===== src/rtl/tile_seq_ctrl.sv =====
// Tile sequencer: walks one tile through weight fetch, kernel load, activation
// streaming/execute and OFIFO drain by driving the core's 33-bit inst bus.
module tile_seq_ctrl #(
  parameter int col    = 8,
  parameter int row    = 8,
  parameter int k_gap  = 4,
  parameter int nact_w = 6
) (
  input  logic              clk,
  input  logic              reset,
  input  logic              start,
  input  logic [10:0]       w_base,
  input  logic [10:0]       x_base,
  input  logic [10:0]       p_base,
  input  logic [nact_w-1:0] n_act,
  input  logic              l0_full,
  input  logic              ofifo_valid,
  output logic [32:0]       inst,
  output logic              busy,
  output logic              done
);

  localparam int CW_A = (nact_w > $clog2(col + 1)) ? nact_w : $clog2(col + 1);
  localparam int CW   = (CW_A > $clog2(k_gap + 1)) ? CW_A : $clog2(k_gap + 1);

  // Both memories disabled (CEN/WEN high), all addresses and strobes zero.
  localparam logic [32:0] INST_IDLE = {2'b11, 11'd0, 2'b11, 11'd0, 7'd0};

  if (row * 4 != 32) begin : g_row_chk
    $error("tile_seq_ctrl: row x 4b values must fill the 32-bit xmem word");
  end

  typedef enum logic [2:0] {
    S_IDLE, S_W_RD, S_K_LD, S_K_WAIT, S_X_RD, S_X_EX, S_DRAIN, S_FIN
  } state_t;

  state_t            state_q, state_d;
  logic [CW-1:0]     cnt_q, cnt_d;
  logic [10:0]       wb_q, wb_d, xb_q, xb_d, pb_q, pb_d;
  logic [nact_w-1:0] nact_q, nact_d;
  logic [32:0]       inst_q, inst_d;
  logic              busy_q, busy_d, done_q, done_d;

  logic              rd_now, ofrd_now, rd_next, ofrd_next;
  logic [CW-1:0]     rd_total_d;
  logic [10:0]       rd_base_d;
  state_t            after_kld;

  // Each phase owns cnt_q: reads issued in W_RD/X_RD, cycles spent in K_LD/
  // K_WAIT/X_EX, OFIFO reads issued in DRAIN.
  always_comb begin
    state_d  = state_q;
    cnt_d    = cnt_q;
    wb_d     = wb_q;
    xb_d     = xb_q;
    pb_d     = pb_q;
    nact_d   = nact_q;
    rd_now   = ~inst_q[19];
    ofrd_now = inst_q[2];

    if (k_gap == 0) after_kld = (nact_q == '0) ? S_FIN : S_X_RD;
    else            after_kld = S_K_WAIT;

    case (state_q)
      S_IDLE: begin
        if (start) begin
          state_d = S_W_RD;
          cnt_d   = '0;
          wb_d    = w_base;
          xb_d    = x_base;
          pb_d    = p_base;
          nact_d  = n_act;
        end
      end
      S_W_RD: begin
        cnt_d = cnt_q + CW'(rd_now);
        if (cnt_d == CW'(col) && !rd_now) begin
          state_d = S_K_LD;
          cnt_d   = '0;
        end
      end
      S_K_LD: begin
        cnt_d = cnt_q + 1'b1;
        if (cnt_q == CW'(col - 1)) begin
          state_d = after_kld;
          cnt_d   = '0;
        end
      end
      S_K_WAIT: begin
        cnt_d = cnt_q + 1'b1;
        if (cnt_q == CW'(k_gap - 1)) begin
          state_d = (nact_q == '0) ? S_FIN : S_X_RD;
          cnt_d   = '0;
        end
      end
      S_X_RD: begin
        cnt_d = cnt_q + CW'(rd_now);
        if (cnt_d == CW'(nact_q) && !rd_now) begin
          state_d = S_X_EX;
          cnt_d   = '0;
        end
      end
      S_X_EX: begin
        cnt_d = cnt_q + 1'b1;
        if (cnt_q == CW'(nact_q) - 1'b1) begin
          state_d = S_DRAIN;
          cnt_d   = '0;
        end
      end
      S_DRAIN: begin
        cnt_d = cnt_q + CW'(ofrd_now);
        if (cnt_d == CW'(nact_q) && !ofrd_now) state_d = S_FIN;
      end
      S_FIN: begin
        state_d = S_IDLE;
        cnt_d   = '0;
      end
      default: state_d = S_IDLE;
    endcase

    // The bus is registered, so everything below describes the next cycle.
    rd_total_d = (state_d == S_W_RD) ? CW'(col) : CW'(nact_d);
    rd_base_d  = (state_d == S_W_RD) ? wb_d : xb_d;
    rd_next    = (state_d == S_W_RD || state_d == S_X_RD) &&
                 (cnt_d < rd_total_d) && !l0_full;
    ofrd_next  = (state_d == S_DRAIN) && (cnt_d < CW'(nact_d)) && ofifo_valid;

    inst_d    = INST_IDLE;
    inst_d[0] = (state_d == S_K_LD);
    inst_d[1] = (state_d == S_X_EX);
    inst_d[2] = ofrd_next;
    inst_d[3] = (state_d == S_K_LD) || (state_d == S_X_EX);
    inst_d[4] = rd_now;
    if (rd_next) begin
      inst_d[17:7] = rd_base_d + 11'(cnt_d);
      inst_d[19]   = 1'b0;
    end
    // An OFIFO row read this cycle is written to psum SRAM next cycle.
    if (ofrd_now) begin
      inst_d[30:20] = pb_q + 11'(cnt_q);
      inst_d[31]    = 1'b0;
      inst_d[32]    = 1'b0;
    end

    busy_d = (state_d != S_IDLE);
    done_d = (state_d == S_FIN);
  end

  always_ff @(posedge clk) begin
    if (reset) begin
      state_q <= S_IDLE;
      cnt_q   <= '0;
      wb_q    <= '0;
      xb_q    <= '0;
      pb_q    <= '0;
      nact_q  <= '0;
      inst_q  <= INST_IDLE;
      busy_q  <= 1'b0;
      done_q  <= 1'b0;
    end else begin
      state_q <= state_d;
      cnt_q   <= cnt_d;
      wb_q    <= wb_d;
      xb_q    <= xb_d;
      pb_q    <= pb_d;
      nact_q  <= nact_d;
      inst_q  <= inst_d;
      busy_q  <= busy_d;
      done_q  <= done_d;
    end
  end

  assign inst = inst_q;
  assign busy = busy_q;
  assign done = done_q;

endmodule

===== config.mk =====
export PLATFORM = sky130hd
export DESIGN_NAME = tile_seq_ctrl
export DESIGN_NICKNAME = d
export VERILOG_FILES = /design/src/rtl/tile_seq_ctrl.sv
export SDC_FILE = /design/constraint.sdc
export NUM_CORES = 1
export LEC_CHECK = 0
export BUFFER_PORTS_ARGS = -buffer_cell sky130_fd_sc_hd__buf_2
export CAP_MARGIN = 20
export CORE_AREA = 2 2 96 98
export CTS_CLUSTER_SIZE = 28
export DETAILED_ROUTE_END_ITERATION = 7
export DIE_AREA = 0 0 98 100
export GPL_ROUTABILITY_DRIVEN = 0
export PLACE_DENSITY = 0.76
export SYNTH_ARGS = -nofsm -noshare
export SYNTH_HDL_FRONTEND = slang
export SYNTH_SLANG_ARGS = --single-unit

===== constraint.sdc =====
create_clock -name clk -period 4.9 [get_ports clk]
set_clock_uncertainty 0.15 [all_clocks]
set_input_delay 0.49 -clock clk [delete_from_list [all_inputs] [get_ports clk]]
set_output_delay 0.49 -clock clk [all_outputs]
set_load 0.02 [all_outputs]

* Word level (Yosys, flattened, before mapping)
Cells that the tools add are included.
** Word-level totals
- Bits in registers :: 83
- Output and inout port bits :: 35
** Operators by class
- Add/sub/neg operators :: 6
- Magnitude comparators :: 2
- Eq/ne operators :: 19
- Mux-type cells :: 26
- Bitwise gates (word level) :: 3
- Reduce and logical (&&, ||, !) cells :: 17
** Operators with widths (count)
- $mux W11 :: 5
- $mux W6 :: 9
- $pmux W6 S8 :: 1
- $eq A3 B3 Y1 const B :: 8
- $pmux W3 S8 :: 1
- $add A11 B6 Y11 :: 2
- $mux W3 :: 7
- $eq A6 B6 Y1 :: 3
- $mux W13 :: 1
- $add A6 B1 Y6 :: 2
- $lt A6 B6 Y1 :: 2
- $eq A3 B2 Y1 const B :: 3
- $logic_and A1 B1 Y1 :: 7
- $add A6 B1 Y6 const B :: 1
- $eq A3 B1 Y1 const B :: 2
- $eq A6 B2 Y1 const B :: 1
- $eq A6 B3 Y1 const B :: 1
- $eq A6 B4 Y1 const B :: 1
- $logic_not A6 Y1 :: 1
- $sub A6 B1 Y6 const B :: 1
- $reduce_or A2 Y1 :: 2
- $logic_not A3 Y1 :: 1
- $not A1 Y1 :: 3
- $reduce_bool A3 Y1 :: 1
- other kinds (5) :: 7

* Depth between registers and ports, before layout
- Depth in word-level cells :: 13
- Depth in mapped cells :: 20

* Worst setup path after synthesis
No wires, ideal clock.
- Path kind :: register to register
- From :: register inst_q[19], in the netlist inst[19]
- To :: register inst_q[12], in the netlist inst[12]
- Library setup time :: 0.087 ns
- Arrival :: 4.422 ns
- Required time :: 4.663 ns
- Slack :: 0.240 ns
- Cell stages (with the launch flop) :: 21
- Buffers on the path :: 3
- Clock period less this slack :: 4.660 ns
- Path through :: dfxtp_1 -> inv_1 -> ha_1 -> ha_1 -> buf_2 -> xor2_1 -> nor4b_4 -> a31o_2 -> buf_2 -> nand2_1 -> a221oi_1 -> nor2_1 -> ha_1 -> a21o_1 -> a21o_1 -> a2111oi_0 -> nand2_1 -> nor3_1 -> mux2i_1 -> buf_6 -> nor4_4
** Between the ends
- Elaborated cells between the ends (all ways) :: 23
** RTL lines
- from (decl) :: line 41 : logic [32:0] inst_q, inst_d;
- from (signal assigned) :: line 167 : inst_q <= inst_d;
- $not A1 Y1 (*) :: line 58 : rd_now = ~inst_q[19];
- net inst_d[4] :: line 41
- $add A6 B1 Y6 (*) :: line 76, 97
- $eq A6 B6 Y1 / $eq A6 B4 Y1 (equally long branches) :: line 98, 77
- $logic_and A1 B1 Y1, on equally long branches :: line 98, 77
- $mux W6, on equally long branches :: line 98, 77
- $pmux W6 S8 (*) :: line 64 : case (state_q)
- net cnt_d[3] :: line 38 : logic [CW-1:0] cnt_q, cnt_d;
- $lt A6 B6 Y1 :: line 125 : (cnt_d < rd_total_d) && !l0_full;
- $logic_and A1 B1 Y1 :: line 124 : rd_next = (state_d == S_W_RD || state_d == S_X_RD) &&
- $logic_and A1 B1 Y1 :: line 125
- $not A1 Y1 (no source line)
- $reduce_or A2 Y1 (no source line)
Mark *: on every way through the listed nets, which the timed path passes. The rest lies on a longest branch.
A chain may end at the register's enable or synchronous reset.

* Worst setup path in the final report
- From :: register inst_q[19], in the netlist inst[19]
- To :: register inst_q[19], in the netlist inst[19]
** Between the ends
- Elaborated cells between the ends (all ways) :: 20
** RTL lines
- $not A1 Y1 (*) :: line 58
- net inst_d[4] :: line 41
- $add A6 B1 Y6 (*) :: line 76, 97
- $eq A6 B6 Y1 / $eq A6 B4 Y1 (equally long branches) :: line 98, 77
- $logic_and A1 B1 Y1, on equally long branches :: line 98, 77
- $mux W6, on equally long branches :: line 98, 77
- $pmux W6 S8 (*) :: line 64
- net cnt_d[2] :: line 38
- $lt A6 B6 Y1 (*) :: line 125
- $logic_and A1 B1 Y1 (*) :: line 124
- $logic_and A1 B1 Y1 (*) :: line 125
- $mux W1 (*) :: line 134 : if (rd_next) begin
Marked as above.

==> summary by stage <==
Worst setup path
In this run the critical register-to-register path is captured at inst[19]. The combined buffer and inverter count along the critical path is 3. The largest fanout on the critical path is 12. The required arrival time at the worst endpoint is ~5 ns. The largest individual stage delay along the critical path comes from the cell sky130_fd_sc_hd__or3b_2. The reg-to-reg critical path startpoint is inst[19]. The signal on the critical path passes through inv_1 -> ha_2 -> ha_1 -> or3b_2 -> o211ai_1 -> a31oi_1 -> o21bai_1 -> nand2_1 -> inv_1 -> o21ai_0 -> ha_1 -> a21o_1 -> a21o_1 -> a2111oi_2 -> nand2_1 -> nor3_1 -> mux2i_1 -> buf_4 -> or2_2. The highest cell delay on the worst timing path is 0.45 ns.

By startpoint and endpoint, the worst setup path is classified as register to register. The critical path ends at inst[19]. The most critical setup path has its startpoint at inst[19]. The reg2reg setup slack is ~0.053 ns. STA classifies the critical path endpoint as a register. STA puts the critical path data arrival time at slightly below 5 ns. The cell family contributing the most delay on the critical path is compound AO/OA/AOI/OAI gates.

The critical path crosses 19 cells after its start point. The worst setup path is launched from a register. For the worst flop-to-flop path, the logic depth is 19.

Detailed routing
Before antenna repair, the detailed router went through 5 iterations. After detailed routing, the number of vias per cell comes to 6.010. In the routed design, unresolved DRC markers number 0. The post-detailed-route wirelength per cell is about 17 um. The first routing iteration left 335 violations. The count of nets left with antenna violations after detail routing is 0. For this block, the routed nets add up to around 13000 um of wire. The via count is 4706.

Power and ir drop
Total power for the finished layout comes to around 1700 uW. For this design the ratio of total power to cell area is 307.2 mW/mm^2. The peak ir drop on the vdd network is 0.1707 mV.

The leakage power summed over all cells is roughly 0.0024 uW.

Run
Max-cap violations in this run came to 0.

Floorplanning
For this configuration, the core starts out at a cell density of 0.5469. The overall die area is just under 0.01 mm^2. The die outline height is roughly 100 um. The area of the core is around 0.009 mm^2.

The die is approximately 98 um wide. just under 80 I/O pins were placed. In this run the core area contains 35 standard-cell rows.

Global route
The initial antenna violation count is 0. The total routing resource utilization after global routing is 0.2598. The number of global-route vias before repair came to 4305. The first global-routing pass estimated 20510 um of wire.

The overflow left after global routing is 0. The largest net degree at the start of global routing is 53.

Cells and area
The net count of the finished layout is 741. The fill cell instance count of the final layout is 793. Of the cells placed in the final design, the portion with a size suffix greater than 1 is 0.2098.

0 antenna diodes ended up in the layout. The area growth from synthesis to layout is 14.98%.

CTS
Clock latency on the worst-skew pair, taken at its later pin, is ~0.35 ns. The cell sitting at the root of the clock tree is a sky130_fd_sc_hd__clkbuf_8. In this run the deepest clock path goes through 2 buffers. In this run, CTS created clock tree buffers numbering 9. The CTS tree is yes. After clock tree synthesis, the clock-pin slew on the worst setup and hold paths is approximately 0.090 ns. The count of clock tree sinks is about 80. The count of buffers added by post-CTS timing repair for setup is 0. The H-tree was split into 3 levels.

Timing
The number of max-slew violations in the final report is 0. Static timing analysis puts the maximum clock frequency at a little over 200 MHz. After layout, the minimum clock period comes to 4.847 ns. For the final routed database, the setup TNS stands at 0 ns. Final hold analysis gives a worst-case slack of between 0.2 and 0.25 ns. Measured against its own limit, the worst slew margin works out to 0.3408.

The final hold violation count is 0. Setup violations remaining at the end of the flow were counted as 0. In the finished design, the share of the clock period the worst path needs comes to 0.9892. The slew at the pin closest to its max-slew limit is 0.9888 ns. The final worst slack is roughly 0.053 ns.

Logic synthesis
The post-synthesis area per instance is between 8 and 9 um^2. The most common cell in the synthesized netlist is sky130_fd_sc_hd__nand2_1. The flip-flop and latch count after synthesis is between 70 and 80.

The instance count of the mapped netlist is 598. The count of flip-flops with a built-in enable after synthesis is 0. The primary flip-flop cell chosen by synthesis mapping is sky130_fd_sc_hd__dfxtp_1.

The post-synthesis sequential area ratio is 0.3253. The synthesized netlist contains 74 unique library cells. The biggest area contributor in the post-synthesis netlist is sky130_fd_sc_hd__dfxtp_1.

The Yosys step of the flow raised 0 warnings. The area fraction of the dominant cell type after synthesis is 0.3253. By count the netlist is led by sky130_fd_sc_hd__nand2_1 (92), sky130_fd_sc_hd__dfxtp_1 (79), sky130_fd_sc_hd__a21oi_1 (55).

Summing every instance area after synthesis gives 0.004862 mm^2. The share of flip-flops with an asynchronous set or reset after synthesis is 0. After synthesis, the cell types taking the most area are sky130_fd_sc_hd__dfxtp_1 (33%), sky130_fd_sc_hd__ha_1 (7.2%), sky130_fd_sc_hd__nand2_1 (7.1%).

Status
The flow ran to the end, and the final reports show no timing, DRC or antenna violations.

Placed design
The number of port buffers is 75. Timing analysis after detailed placement gives a worst setup slack of about 0.17 ns. After legalization and detailed placement, the total HPWL measured approximately 9600 um.

Min path
The type of the tightest min-delay check is input pin to register.
==> cell families after synthesis <==
kind of cell / synth area share
buffers and inverters: 0.05764
multiplexers: 0.02676
AND/OR/NAND/NOR: 0.2411
flip-flops: 0.3253
other: 0.001545
adder cells (fa/ha/maj): 0.08029
XOR/XNOR: 0.06485
AO/OA/AOI/OAI: 0.2025
==> metal layers <==
| layer | wire length, um | track usage |
|---|---|---|
| met5 | 0 | 0 |
| met4 | 541 | 0.1282 |
| met3 | 1186 | 0.04735 |
| met2 | 6050 | 0.4152 |
| met1 | 5255 | 0.3399 |
==> state kept, by name (all words and copies together) (netlist names) <==
signal / cells
busy: 1
cnt_q: 6
done: 1
inst: 29
nact_q: 6
pb_q: 11
state_q: 3
wb_q: 11
xb_q: 11
==> worst min-delay path by stage <==
stage                     depth (start not counted)  slack [ns]        to  startpoint
after floorplan                                   2        0.29  wb_q[10]    wb_q[10]
after global placement                            2        0.29   wb_q[1]     wb_q[1]
after detailed placement                          2        0.30   wb_q[2]     wb_q[2]
after CTS                                         3        0.21  pb_q[10]  p_base[10]
after global routing                              3        0.21   pb_q[6]   p_base[6]
final                                             3        0.22   pb_q[7]   p_base[7]
==> timing repair <==
action | 4_1_cts | 5_1_grt
gates resized for setup | 0 | 5
setup endpoints to repair | 0 | 12
hold buffers | 0 | 0
==> layout by cell type (no fill, tap or decap), types with 6 or more instances in the layout <==
cell and count:
sky130_fd_sc_hd__ha_1 27, sky130_fd_sc_hd__nor3_1 23, sky130_fd_sc_hd__inv_1 24, sky130_fd_sc_hd__xnor2_1 16, sky130_fd_sc_hd__nand3_1 14, sky130_fd_sc_hd__a31oi_1 9
sky130_fd_sc_hd__nand2_1 92, sky130_fd_sc_hd__nor2_1 37, sky130_fd_sc_hd__xor2_1 15, sky130_fd_sc_hd__a21oi_1 55, sky130_fd_sc_hd__mux2i_1 13, sky130_fd_sc_hd__a211oi_1 6
sky130_fd_sc_hd__buf_4 19, sky130_fd_sc_hd__a21o_1 6, sky130_fd_sc_hd__o21ai_0 28, sky130_fd_sc_hd__clkbuf_8 9, sky130_fd_sc_hd__buf_2 75, sky130_fd_sc_hd__dfxtp_1 79
sky130_fd_sc_hd__nand2b_1 10, sky130_fd_sc_hd__nor2b_1 6
==> final cells by class <==
class / instances / area (um^2) / area share
Clock buffer: 9 / 123.9 / 0.02216
Clock inverter: 7 / 102.6 / 0.01835
Inverter: 25 / 93.84 / 0.01679
Multi-Input combinational cell: 458 / 3032 / 0.5423
Sequential cell: 79 / 1582 / 0.2829
Tap cell: 111 / 138.9 / 0.02484
Timing Repair Buffer: 94 / 518.0 / 0.09266
==> worst min-delay path: stages <==
cell                      delay [ns]
sky130_fd_sc_hd__buf_2          0.09
sky130_fd_sc_hd__nand2_1        0.04
sky130_fd_sc_hd__a21oi_1        0.05
==> where the power goes <==
group | leakage (uW) | total, uW | switching (uW) | internal, uW
clock network | 0.000116 | 566 | 272 | 295
logic | 0.00163 | 440 | 261 | 179
registers | 0.000644 | 711 | 34.0 | 677
==> metrics by stage <==
stage	cells	cell area (um^2)	utilization
CTS	783	5570	0.6266
floorplan	599	4866	-
detailed placement	767	5344	0.6011
finish	783	5590	0.6289
global route	783	5590	0.6289
global placement	767	5344	0.6011
Power figures use the tool's default switching activity.
